<file path="config.mk">
export PLATFORM = sky130hd
export DESIGN_NAME = mlp_stream_sequencer
export DESIGN_NICKNAME = d
export VERILOG_FILES = /design/src/rtl/mlp_pkg.sv /design/src/rtl/mlp_argmax.sv /design/src/rtl/mlp_stream_sequencer.sv
export SDC_FILE = /design/constraint.sdc
export NUM_CORES = 1
export LEC_CHECK = 0
export CAP_MARGIN = 25
export CORE_MARGIN = 2
export CORE_UTILIZATION = 52
export DETAILED_ROUTE_END_ITERATION = 7
export MAX_ROUTING_LAYER = met4
export PLACE_DENSITY = 0.8
export SETUP_SLACK_MARGIN = 0.4
export SKIP_CTS_REPAIR_TIMING = 1
export SLEW_MARGIN = 30
export SYNTH_ARGS = -nofsm -noshare
export SYNTH_HDL_FRONTEND = slang
export SYNTH_SLANG_ARGS = --single-unit
</file>
<file path="constraint.sdc">
create_clock -name s00_axis_aclk -period 2.8 [get_ports s00_axis_aclk]
set_input_delay 0.42 -clock s00_axis_aclk [delete_from_list [all_inputs] [get_ports s00_axis_aclk]]
set_output_delay 0.42 -clock s00_axis_aclk [all_outputs]
set_load 0.005 [all_outputs]
</file>
<file path="src/rtl/mlp_pkg.sv">
// Shared types and sizing for the axi_mlp stream sequencer and its argmax tracker.
package mlp_pkg;

  localparam int IMG_LEN = 784;
  localparam int HID_LEN = 30;
  localparam int OUT_LEN = 10;
  localparam int IMG_AW  = 10;
  localparam int HID_AW  = 5;
  localparam int CL_W    = 4;

  typedef enum logic [2:0] {
    S_IDLE     = 3'd0,
    S_LOAD_IMG = 3'd1,
    S_L1_W     = 3'd2,
    S_L1_B     = 3'd3,
    S_L1_WAIT  = 3'd4,
    S_L2_W     = 3'd5,
    S_L2_B     = 3'd6,
    S_L2_WAIT  = 3'd7
  } seq_state_t;

endpackage

</file>
<file path="src/rtl/mlp_argmax.sv">
// Running signed argmax over output-layer activations; strict compare keeps the lower index on ties.
module mlp_argmax
  import mlp_pkg::*;
#(
  parameter int WIDTH = 18
) (
  input  logic                    clk_s,
  input  logic                    rst_n,
  input  logic                    clear,
  input  logic                    valid,
  input  logic signed [WIDTH-1:0] value,
  input  logic [CL_W-1:0]         index,
  output logic [CL_W-1:0]         best_idx
);

  localparam logic signed [WIDTH-1:0] MOST_NEG = {1'b1, {(WIDTH-1){1'b0}}};

  logic signed [WIDTH-1:0] best_val;
  logic [CL_W-1:0]         best_idx_q;
  logic                    take;

  // best_idx already reflects the value presented this cycle, so the final
  // neuron's result can be latched in the same edge it arrives.
  always_comb begin
    take     = valid && (value > best_val);
    best_idx = take ? index : best_idx_q;
  end

  always_ff @(posedge clk_s or negedge rst_n) begin
    if (!rst_n) begin
      best_val   <= MOST_NEG;
      best_idx_q <= '0;
    end else if (clear) begin
      best_val   <= MOST_NEG;
      best_idx_q <= '0;
    end else if (take) begin
      best_val   <= value;
      best_idx_q <= index;
    end
  end

endmodule

</file>
<file path="src/rtl/mlp_stream_sequencer.sv">
// Stream sequencer for the axi_mlp core: steers image/weight/bias words and tracks the winning class.
// Optional MLP_SEQ_TLAST_CHECK_EN adds TLAST framing checks with a sticky err_o.
//
// state      | meaning
// S_IDLE     | ready, waiting for a start rising edge
// S_LOAD_IMG | writing image words into the image buffer
// S_L1_W     | hidden neuron weights, operands from image buffer
// S_L1_B     | hidden neuron bias word
// S_L1_WAIT  | waiting for activated hidden result, stream stalled
// S_L2_W     | output neuron weights, operands from hidden buffer
// S_L2_B     | output neuron bias word
// S_L2_WAIT  | waiting for output activation, argmax update
module mlp_stream_sequencer
  import mlp_pkg::*;
#(
  parameter int WIDTH = 18
) (
  input  logic                    s00_axis_aclk,
  input  logic                    s00_axis_aresetn,
  input  logic                    start_i,
  output logic                    ready_o,
  output logic [CL_W-1:0]         cl_num_o,
`ifdef MLP_SEQ_TLAST_CHECK_EN
  input  logic                    s_tlast_i,
  output logic                    err_o,
`endif
  input  logic [WIDTH-1:0]        s_tdata_i,
  input  logic                    s_tvalid_i,
  output logic                    s_tready_o,
  output logic                    img_we_o,
  output logic [IMG_AW-1:0]       img_addr_o,
  output logic [WIDTH-1:0]        img_wdata_o,
  output logic [IMG_AW-1:0]       op_raddr_o,
  output logic                    op_sel_o,
  output logic [WIDTH-1:0]        w_data_o,
  output logic                    mac_clr_o,
  output logic                    mac_en_o,
  output logic                    bias_en_o,
  output logic                    hid_we_o,
  output logic [HID_AW-1:0]       hid_addr_o,
  input  logic                    act_valid_i,
  input  logic signed [WIDTH-1:0] act_i
);

  localparam logic [IMG_AW-1:0] IMG_LAST  = IMG_AW'(IMG_LEN - 1);
  localparam logic [IMG_AW-1:0] HID_WLAST = IMG_AW'(HID_LEN - 1);
  localparam logic [HID_AW-1:0] HID_NLAST = HID_AW'(HID_LEN - 1);
  localparam logic [HID_AW-1:0] OUT_NLAST = HID_AW'(OUT_LEN - 1);

  seq_state_t        state;
  logic              start_q;
  logic              start_rise;
  logic              xfer;
  logic [IMG_AW-1:0] word_cnt;
  logic [HID_AW-1:0] neuron_cnt;
  logic [WIDTH-1:0]  w_s1;
  logic              en_s1;
  logic              bias_s1;
  logic              am_clear;
  logic              am_valid;
  logic [CL_W-1:0]   best_idx;

  assign start_rise = start_i & ~start_q;
  assign xfer       = s_tvalid_i & s_tready_o;
  assign am_clear   = (state == S_IDLE) && start_rise;
  assign am_valid   = (state == S_L2_WAIT) && act_valid_i;

`ifdef MLP_SEQ_TLAST_CHECK_EN
  logic last_expected;
  logic frame_err;
  assign last_expected = ((state == S_LOAD_IMG) && (word_cnt == IMG_LAST)) ||
                         (state == S_L1_B) || (state == S_L2_B);
  assign frame_err     = xfer && (s_tlast_i != last_expected);
`endif

  mlp_argmax #(.WIDTH(WIDTH)) u_argmax (
    .clk_s    (s00_axis_aclk),
    .rst_n    (s00_axis_aresetn),
    .clear    (am_clear),
    .valid    (am_valid),
    .value    (act_i),
    .index    (CL_W'(neuron_cnt)),
    .best_idx (best_idx)
  );

  always_ff @(posedge s00_axis_aclk or negedge s00_axis_aresetn) begin
    if (!s00_axis_aresetn) begin
      state       <= S_IDLE;
      start_q     <= 1'b0;
      ready_o     <= 1'b1;
      cl_num_o    <= '0;
      s_tready_o  <= 1'b0;
      img_we_o    <= 1'b0;
      img_addr_o  <= '0;
      img_wdata_o <= '0;
      op_raddr_o  <= '0;
      op_sel_o    <= 1'b0;
      w_data_o    <= '0;
      mac_clr_o   <= 1'b0;
      mac_en_o    <= 1'b0;
      bias_en_o   <= 1'b0;
      hid_we_o    <= 1'b0;
      hid_addr_o  <= '0;
      word_cnt    <= '0;
      neuron_cnt  <= '0;
      w_s1        <= '0;
      en_s1       <= 1'b0;
      bias_s1     <= 1'b0;
`ifdef MLP_SEQ_TLAST_CHECK_EN
      err_o       <= 1'b0;
`endif
    end else begin
      start_q   <= start_i;
      img_we_o  <= 1'b0;
      mac_clr_o <= 1'b0;
      hid_we_o  <= 1'b0;
      en_s1     <= 1'b0;
      bias_s1   <= 1'b0;
      // Weights wait one extra stage so they meet the operand read data.
      mac_en_o  <= en_s1;
      bias_en_o <= bias_s1;
      w_data_o  <= w_s1;

      case (state)
        S_IDLE: begin
          if (start_rise) begin
            ready_o    <= 1'b0;
            word_cnt   <= '0;
            neuron_cnt <= '0;
            s_tready_o <= 1'b1;
            state      <= S_LOAD_IMG;
`ifdef MLP_SEQ_TLAST_CHECK_EN
            err_o      <= 1'b0;
`endif
          end
        end
        S_LOAD_IMG: begin
          if (xfer) begin
            img_we_o    <= 1'b1;
            img_addr_o  <= word_cnt;
            img_wdata_o <= s_tdata_i;
            if (word_cnt == IMG_LAST) begin
              word_cnt  <= '0;
              mac_clr_o <= 1'b1;
              state     <= S_L1_W;
            end else begin
              word_cnt <= word_cnt + 1'b1;
            end
          end
        end
        S_L1_W, S_L2_W: begin
          if (xfer) begin
            op_raddr_o <= word_cnt;
            op_sel_o   <= (state == S_L2_W);
            w_s1       <= s_tdata_i;
            en_s1      <= 1'b1;
            if (word_cnt == ((state == S_L1_W) ? IMG_LAST : HID_WLAST)) begin
              word_cnt <= '0;
              state    <= (state == S_L1_W) ? S_L1_B : S_L2_B;
            end else begin
              word_cnt <= word_cnt + 1'b1;
            end
          end
        end
        S_L1_B, S_L2_B: begin
          if (xfer) begin
            w_s1       <= s_tdata_i;
            bias_s1    <= 1'b1;
            s_tready_o <= 1'b0;
            state      <= (state == S_L1_B) ? S_L1_WAIT : S_L2_WAIT;
          end
        end
        S_L1_WAIT: begin
          if (act_valid_i) begin
            hid_we_o   <= 1'b1;
            hid_addr_o <= neuron_cnt;
            s_tready_o <= 1'b1;
            mac_clr_o  <= 1'b1;
            if (neuron_cnt == HID_NLAST) begin
              neuron_cnt <= '0;
              state      <= S_L2_W;
            end else begin
              neuron_cnt <= neuron_cnt + 1'b1;
              state      <= S_L1_W;
            end
          end
        end
        S_L2_WAIT: begin
          if (act_valid_i) begin
            if (neuron_cnt == OUT_NLAST) begin
              neuron_cnt <= '0;
              cl_num_o   <= best_idx;
              ready_o    <= 1'b1;
              state      <= S_IDLE;
            end else begin
              neuron_cnt <= neuron_cnt + 1'b1;
              s_tready_o <= 1'b1;
              mac_clr_o  <= 1'b1;
              state      <= S_L2_W;
            end
          end
        end
        default: state <= S_IDLE;
      endcase

`ifdef MLP_SEQ_TLAST_CHECK_EN
      // Misframed word: drop it, flag, and return to idle keeping the last class.
      if (frame_err) begin
        err_o      <= 1'b1;
        state      <= S_IDLE;
        ready_o    <= 1'b1;
        s_tready_o <= 1'b0;
        img_we_o   <= 1'b0;
        mac_clr_o  <= 1'b0;
        en_s1      <= 1'b0;
        bias_s1    <= 1'b0;
        word_cnt   <= '0;
        neuron_cnt <= '0;
      end
`endif
    end
  end

endmodule

</file>
## Word level (Yosys, flattened, before mapping)

Index checks and enable logic that the tools add are counted.

| word-level totals | value |
|---|---|
| register bits | 134 |
| bits of input ports | 41 |
| output and inout bits | 73 |

| cells by class | value |
|---|---|
| add/sub/neg operators | 2 |
| $lt $le $gt $ge | 1 |
| equality and inequality tests | 21 |
| mux-type cells | 51 |
| bitwise operators | 3 |
| reductions and logical operators | 22 |

Operators by type and width:

| kind | count |
|---|---|
| $mux W10 | 6 |
| $mux W18 | 2 |
| $mux W3 | 11 |
| $pmux W10 S3 | 1 |
| $mux W5 | 5 |
| $gt A18 B18 Y1 | 1 |
| $mux W1 | 18 |
| $ne A2 B2 Y1 const B | 9 |
| $pmux W3 S6 | 1 |
| $pmux W5 S3 | 1 |
| $eq A3 B3 Y1 const B | 4 |
| $reduce_and A4 Y1 | 3 |
| $add A10 B1 Y10 const B | 1 |
| $eq A10 B10 Y1 | 1 |
| $eq A10 B10 Y1 const B | 1 |
| $mux W4 | 2 |
| $reduce_and A2 Y1 | 4 |
| $reduce_and A8 Y1 | 1 |
| $eq A3 B2 Y1 const B | 2 |
| $reduce_and A6 Y1 | 1 |
| $reduce_bool A3 Y1 | 2 |
| $add A5 B1 Y5 const B | 1 |
| $eq A5 B4 Y1 const B | 1 |
| $eq A5 B5 Y1 const B | 1 |
| other kinds (15) | 20 |

## Longest topological paths before layout

| depth | value |
|---|---|
| depth in word-level cells | 6 |
| depth in mapped cells | 10 |
| gate-level depth less buffers | 9 |

## By module

From an unflattened synthesis, not the netlist that was laid out.

| second synthesis, totals | value |
|---|---|
| cells, all modules | 496 |
| area total of the unflattened synthesis | 6,105.9 um2 |

By module, submodules not included:

| module | instances | cells each | area an instance (um2) | sequential area each (um2) |
|---|---|---|---|---|
| mlp_stream_sequencer | 1 | 332 | 4,489.3 | 2,803.9 |
| mlp_argmax | 1 | 164 | 1,616.6 | 551.8 |

## Worst setup path before layout

Ideal clock, no wire load.

| path | value |
|---|---|
| path type | in2reg |
| start point | input port act_i[13] |
| end point | register u_argmax.best_idx_q[2] |
| library setup time | 0.133 ns |
| arrival | 2.298 ns |
| slack | 0.370 ns |
| stages | 9 |
| path buffers | 1 |
| path through | ha_1 > and3_1 > a221o_1 > a221oi_2 > o211ai_1 > mux2i_4 > buf_6 > mux2i_1 > nor2_1 |

| on the way | value |
|---|---|
| longest elaborated chain between the ends | 4 |

RTL lines:

| what | RTL line | text |
|---|---|---|
| start: declaration | mlp_stream_sequencer.sv:42 | `input logic signed [WIDTH-1:0] act_i` |
| $gt A18 B18 Y1 | mlp_argmax.sv:25 | `take = valid && (value > best_val);` |
| $logic_and A1 B1 Y1 | mlp_argmax.sv:25 |  |
| $mux W4 (2 in series) | n/a |  |
| end signal: assignment | mlp_argmax.sv:38 | `best_idx_q <= index;` |
| end: declaration | mlp_argmax.sv:19 | `logic [CL_W-1:0] best_idx_q;` |

Every way passes these cells.
A chain may end at the register's enable or synchronous reset.

## Worst setup path after layout

| path | value |
|---|---|
| start point | input port act_i[13] |
| end point | register cl_num_o[0] |

| on the way | value |
|---|---|
| longest elaborated chain between the ends | 3 |

RTL lines:

| what | RTL line | text |
|---|---|---|
| $gt A18 B18 Y1 | mlp_argmax.sv:25 |  |
| $logic_and A1 B1 Y1 | mlp_argmax.sv:25 |  |
| $mux W4 | mlp_argmax.sv:26 | `best_idx = take ? index : best_idx_q;` |
| end signal: assignment | mlp_stream_sequencer.sv:192 | `cl_num_o <= best_idx;` |
| end: declaration | mlp_stream_sequencer.sv:22 | `output logic [CL_W-1:0] cl_num_o,` |

Every way passes these cells.

==> results.md <==
- Status: complete, but fails checks
- Failing checks: negative hold slack
- Worst-Margin Slew: roughly 0.75 ns
- Number of synthesized flops with an enable pin: 0
- 1st-iter DRT viols: about 200
- Bufs on Longest Clock Path: 2
- Die area: about 12,000 µm²
- Worst setup startpoint: act_i[13]
- Relative slew margins: around half
- Worst-path fanout max: 7
- Cell Int Power: approximately 5300 µW
- Post-route ant nets: 0
- Pwr/cell area: about 960 nW/µm²
- Gr usage total: 22.3%
- N_diodes: 0
- Worst EP arrival: ~2.9 ns
- Startpoint types: input pin
- CTS tree: yes
- Vias: 4,057
- Share of power burned in the clock network: 28.5%
- Critical Path Sink Type: flop
- Sw frac: between 20% and 30%
- Count of different cell masters after synthesis: 50
- Dpl hpwl: approximately 8200 µm
- Post-synth top area share: just under 60%
- Critical setup path kind: input pin to flop
- Clk slew on worst S/H paths: 0.06 ns
- Clk sinks: 134
- Die H: 109 µm
- Placeable Area: between 10,000 and 15,000 µm²
- Seq pwr share: approximately two fifths
- Sequential-to-total area share from yosys stat: 58.7%
- Synth-to-Final Area Change: 37.1%
- Layout cells sized above 1: a little under a quarter
- Synth area leader: dfrtp_1
- # IOs: ~110
- Vias per cell: 5.37
- Total wire length: 12,300 µm
- Synth Cell Area: 5720 µm²
- Maximum vdd drop: between 0.0005 and 0.0006 V
- Fmax: approximately 400 MHz
- Initial Util: a little over half
- Clk Latency, worst-skew pair: 0.53 ns
- Reg2reg start: u_argmax.best_val[13]$_DFFE_PN0P_
- Gate power share: approximately a third
- Initial antenna violation count: 0
- Initial DRT Pass Iterations: 4
- Fillers: just over 700
- First-pass GRT wire length: roughly 20,000 µm
- Post-placement cell area: slightly above 7000 µm²
- Nets: approximately 660
- Final Max Slew Viols: 0
- Setup violations, final: 0
- Post-synth ARST share: 100%
- Final hold slack: -0.0605 ns
- H-tree Lvls: 4
- Max-cap violation count: 0
- Synthesis Warnings: 0
- Vias in the first global route: between 4,000 and 5,000
- P_leak: 0.00347 µW
- Top cells by area, synth: dfrtp_1, mux2_2, ha_1
- Synth Register Bits: 134
- Most used DFF post-synth: dfrtp_1
- Final min period: between 2 and 3 ns
- Total CTS buffers: 17
- Clk root buf: clkbuf_8
- Fin util: approximately 73%
- Routed length per placed instance: roughly 16 µm
- Final clock skew: between 0.01 and 0.015 ns
- Largest net degree at the start of global routing: roughly 140
- Port bufs: ~110
- Hold Vio Cnt, Final: 18
- Site Rows: 38
- Post-route clock period utilization: ~90%
- CP required: between 3 and 4 ns
- Psw: 2230 µW
- Post-Syn Instances: about 470
- Final GP Congestion: ~0.83
- Die Wd: roughly 110 µm
- Syn Nets: roughly 530
- RSZ-0062 raised after global routing: true
- DR DRC count: 0
- Syn avg cell area: about 12 µm²
- Final instance area: 7850 µm²
- Worst min-delay path class: input pin to async pin
- GRT overflow: 0
==> cell usage after synthesis, drive strengths merged (3+ instances only) <==
cell type  instances
a21o               3
nand2b             6
a21oi             14
inv               25
xor2               6
buf               10
clkbuf            10
nor2b              4
nand4              5
o21ai             19
ha                21
and4               6
mux2              61
dfrtp            132
nor3               7
o31ai             18
and3               4
mux2i              7
nand3              7
nor2              30
xnor2              3
nand2             43
==> worst max-delay path, cell delays in order <==
cell,delay [ns]
clkdlybuf4s50_1,0.55
ha_4,0.23
buf_4,0.13
and4_1,0.22
and4_1,0.21
buf_4,0.14
a31oi_2,0.21
nand2b_1,0.11
mux2i_4,0.20
buf_12,0.17
mux2i_4,0.25
a21oi_2,0.08
==> cell type report <==
cell class	count	area [µm²]	share of cell area, %
multi-input cells	292	2330	29.7
clock inverters	13	146	1.87
clock buffers	19	432	5.50
flip-flops and latches	134	3360	42.8
repair buffers	132	1310	16.7
inverters	25	93.8	1.20
well taps	140	175	2.23
==> final timing paths <==
check | to | slack [ns] | cells after the start
min | cl_num_o[0]$_DFFE_PN0P_ | -0.06 | 2
max in group asynchronous | neuron_cnt[2]$_DFFE_PN0P_ | 2.25 | 2
max reg2reg | cl_num_o[0]$_DFFE_PN0P_ | 0.30 | 12
min in group s00_axis_aclk | bias_en_o$_DFF_PN0_ | 0.35 | 0
min reg2reg | bias_en_o$_DFF_PN0_ | 0.35 | 0
max | cl_num_o[0]$_DFFE_PN0P_ | 0.28 | 12
==> per-stage QoR <==
| stage | total power [µW] | setup TNS (ns) | setup WS, ns | cells |
|---|---|---|---|---|
| 2_1_floorplan | 4120 | 0 | 0.424 | 471 |
| 3_3_place_gp | 5170 | -1.02 | -0.0946 | 719 |
| 3_5_place_dp | 5290 | -2.62 | -0.188 | 719 |
| 4_1_cts | 7480 | 0 | 0.254 | 751 |
| 5_1_grt | 7990 | 0 | 0.213 | 755 |
| 6_report | 7540 | 0 | 0.275 | 755 |
==> power groups by stage <==
stage          clock (µW)  combinational, µW  sequential, µW
2_1_floorplan           0               1260            2860
3_3_place_gp            0               2300            2870
3_5_place_dp            0               2380            2910
4_1_cts              2190               2410            2880
5_1_grt              2280               2760            2960
6_report             2150               2510            2880
==> logic make-up after synthesis <==
kind of cell    share of synthesized area, %
compound gates                          8.31
buf+inv                                 3.26
simple gates                            10.3
xor+xnor                                1.38
fa+ha+maj                               4.59
mux                                     13.5
flops                                   58.7
==> state kept, by name, summed over array words and instances (netlist names), 10 cells and up <==
signal             cells
w_data_o              18
op_raddr_o            10
img_wdata_o           18
u_argmax.best_val     18
word_cnt              10
img_addr_o            10
w_s1                  18
==> cells in the final DEF, fill, tap and decap left out, types with 3 or more instances in the layout <==
cell type	n
clkbuf_16	16
buf_4	17
nor3_1	6
mux2i_4	3
and3_1	3
ha_4	3
o21ai_0	15
a21o_1	3
o21ai_1	3
nor2_1	29
nor2b_1	4
inv_6	3
clkinv_4	4
and4_1	5
clkdlybuf4s50_1	112
a21oi_1	13
nand4_1	5
nand2_1	39
o31ai_1	14
xor2_1	6
ha_1	18
nand3_1	7
inv_1	23
buf_12	3
mux2_2	61
mux2i_1	4
dfrtp_1	132
nand2b_1	6
xnor2_1	3
==> per-layer routing <==
metal / vias up / global-route usage (%) / share of wire [%]
li1: 1924 / - / -
met1: 1996 / 27.7 / 42
met2: 111 / 34.7 / 51
met3: 26 / 5.62 / 3.9
met4: 0 / 10.2 / 2.2
met5: - / - / 0
Power figures use the tool's default switching activity.
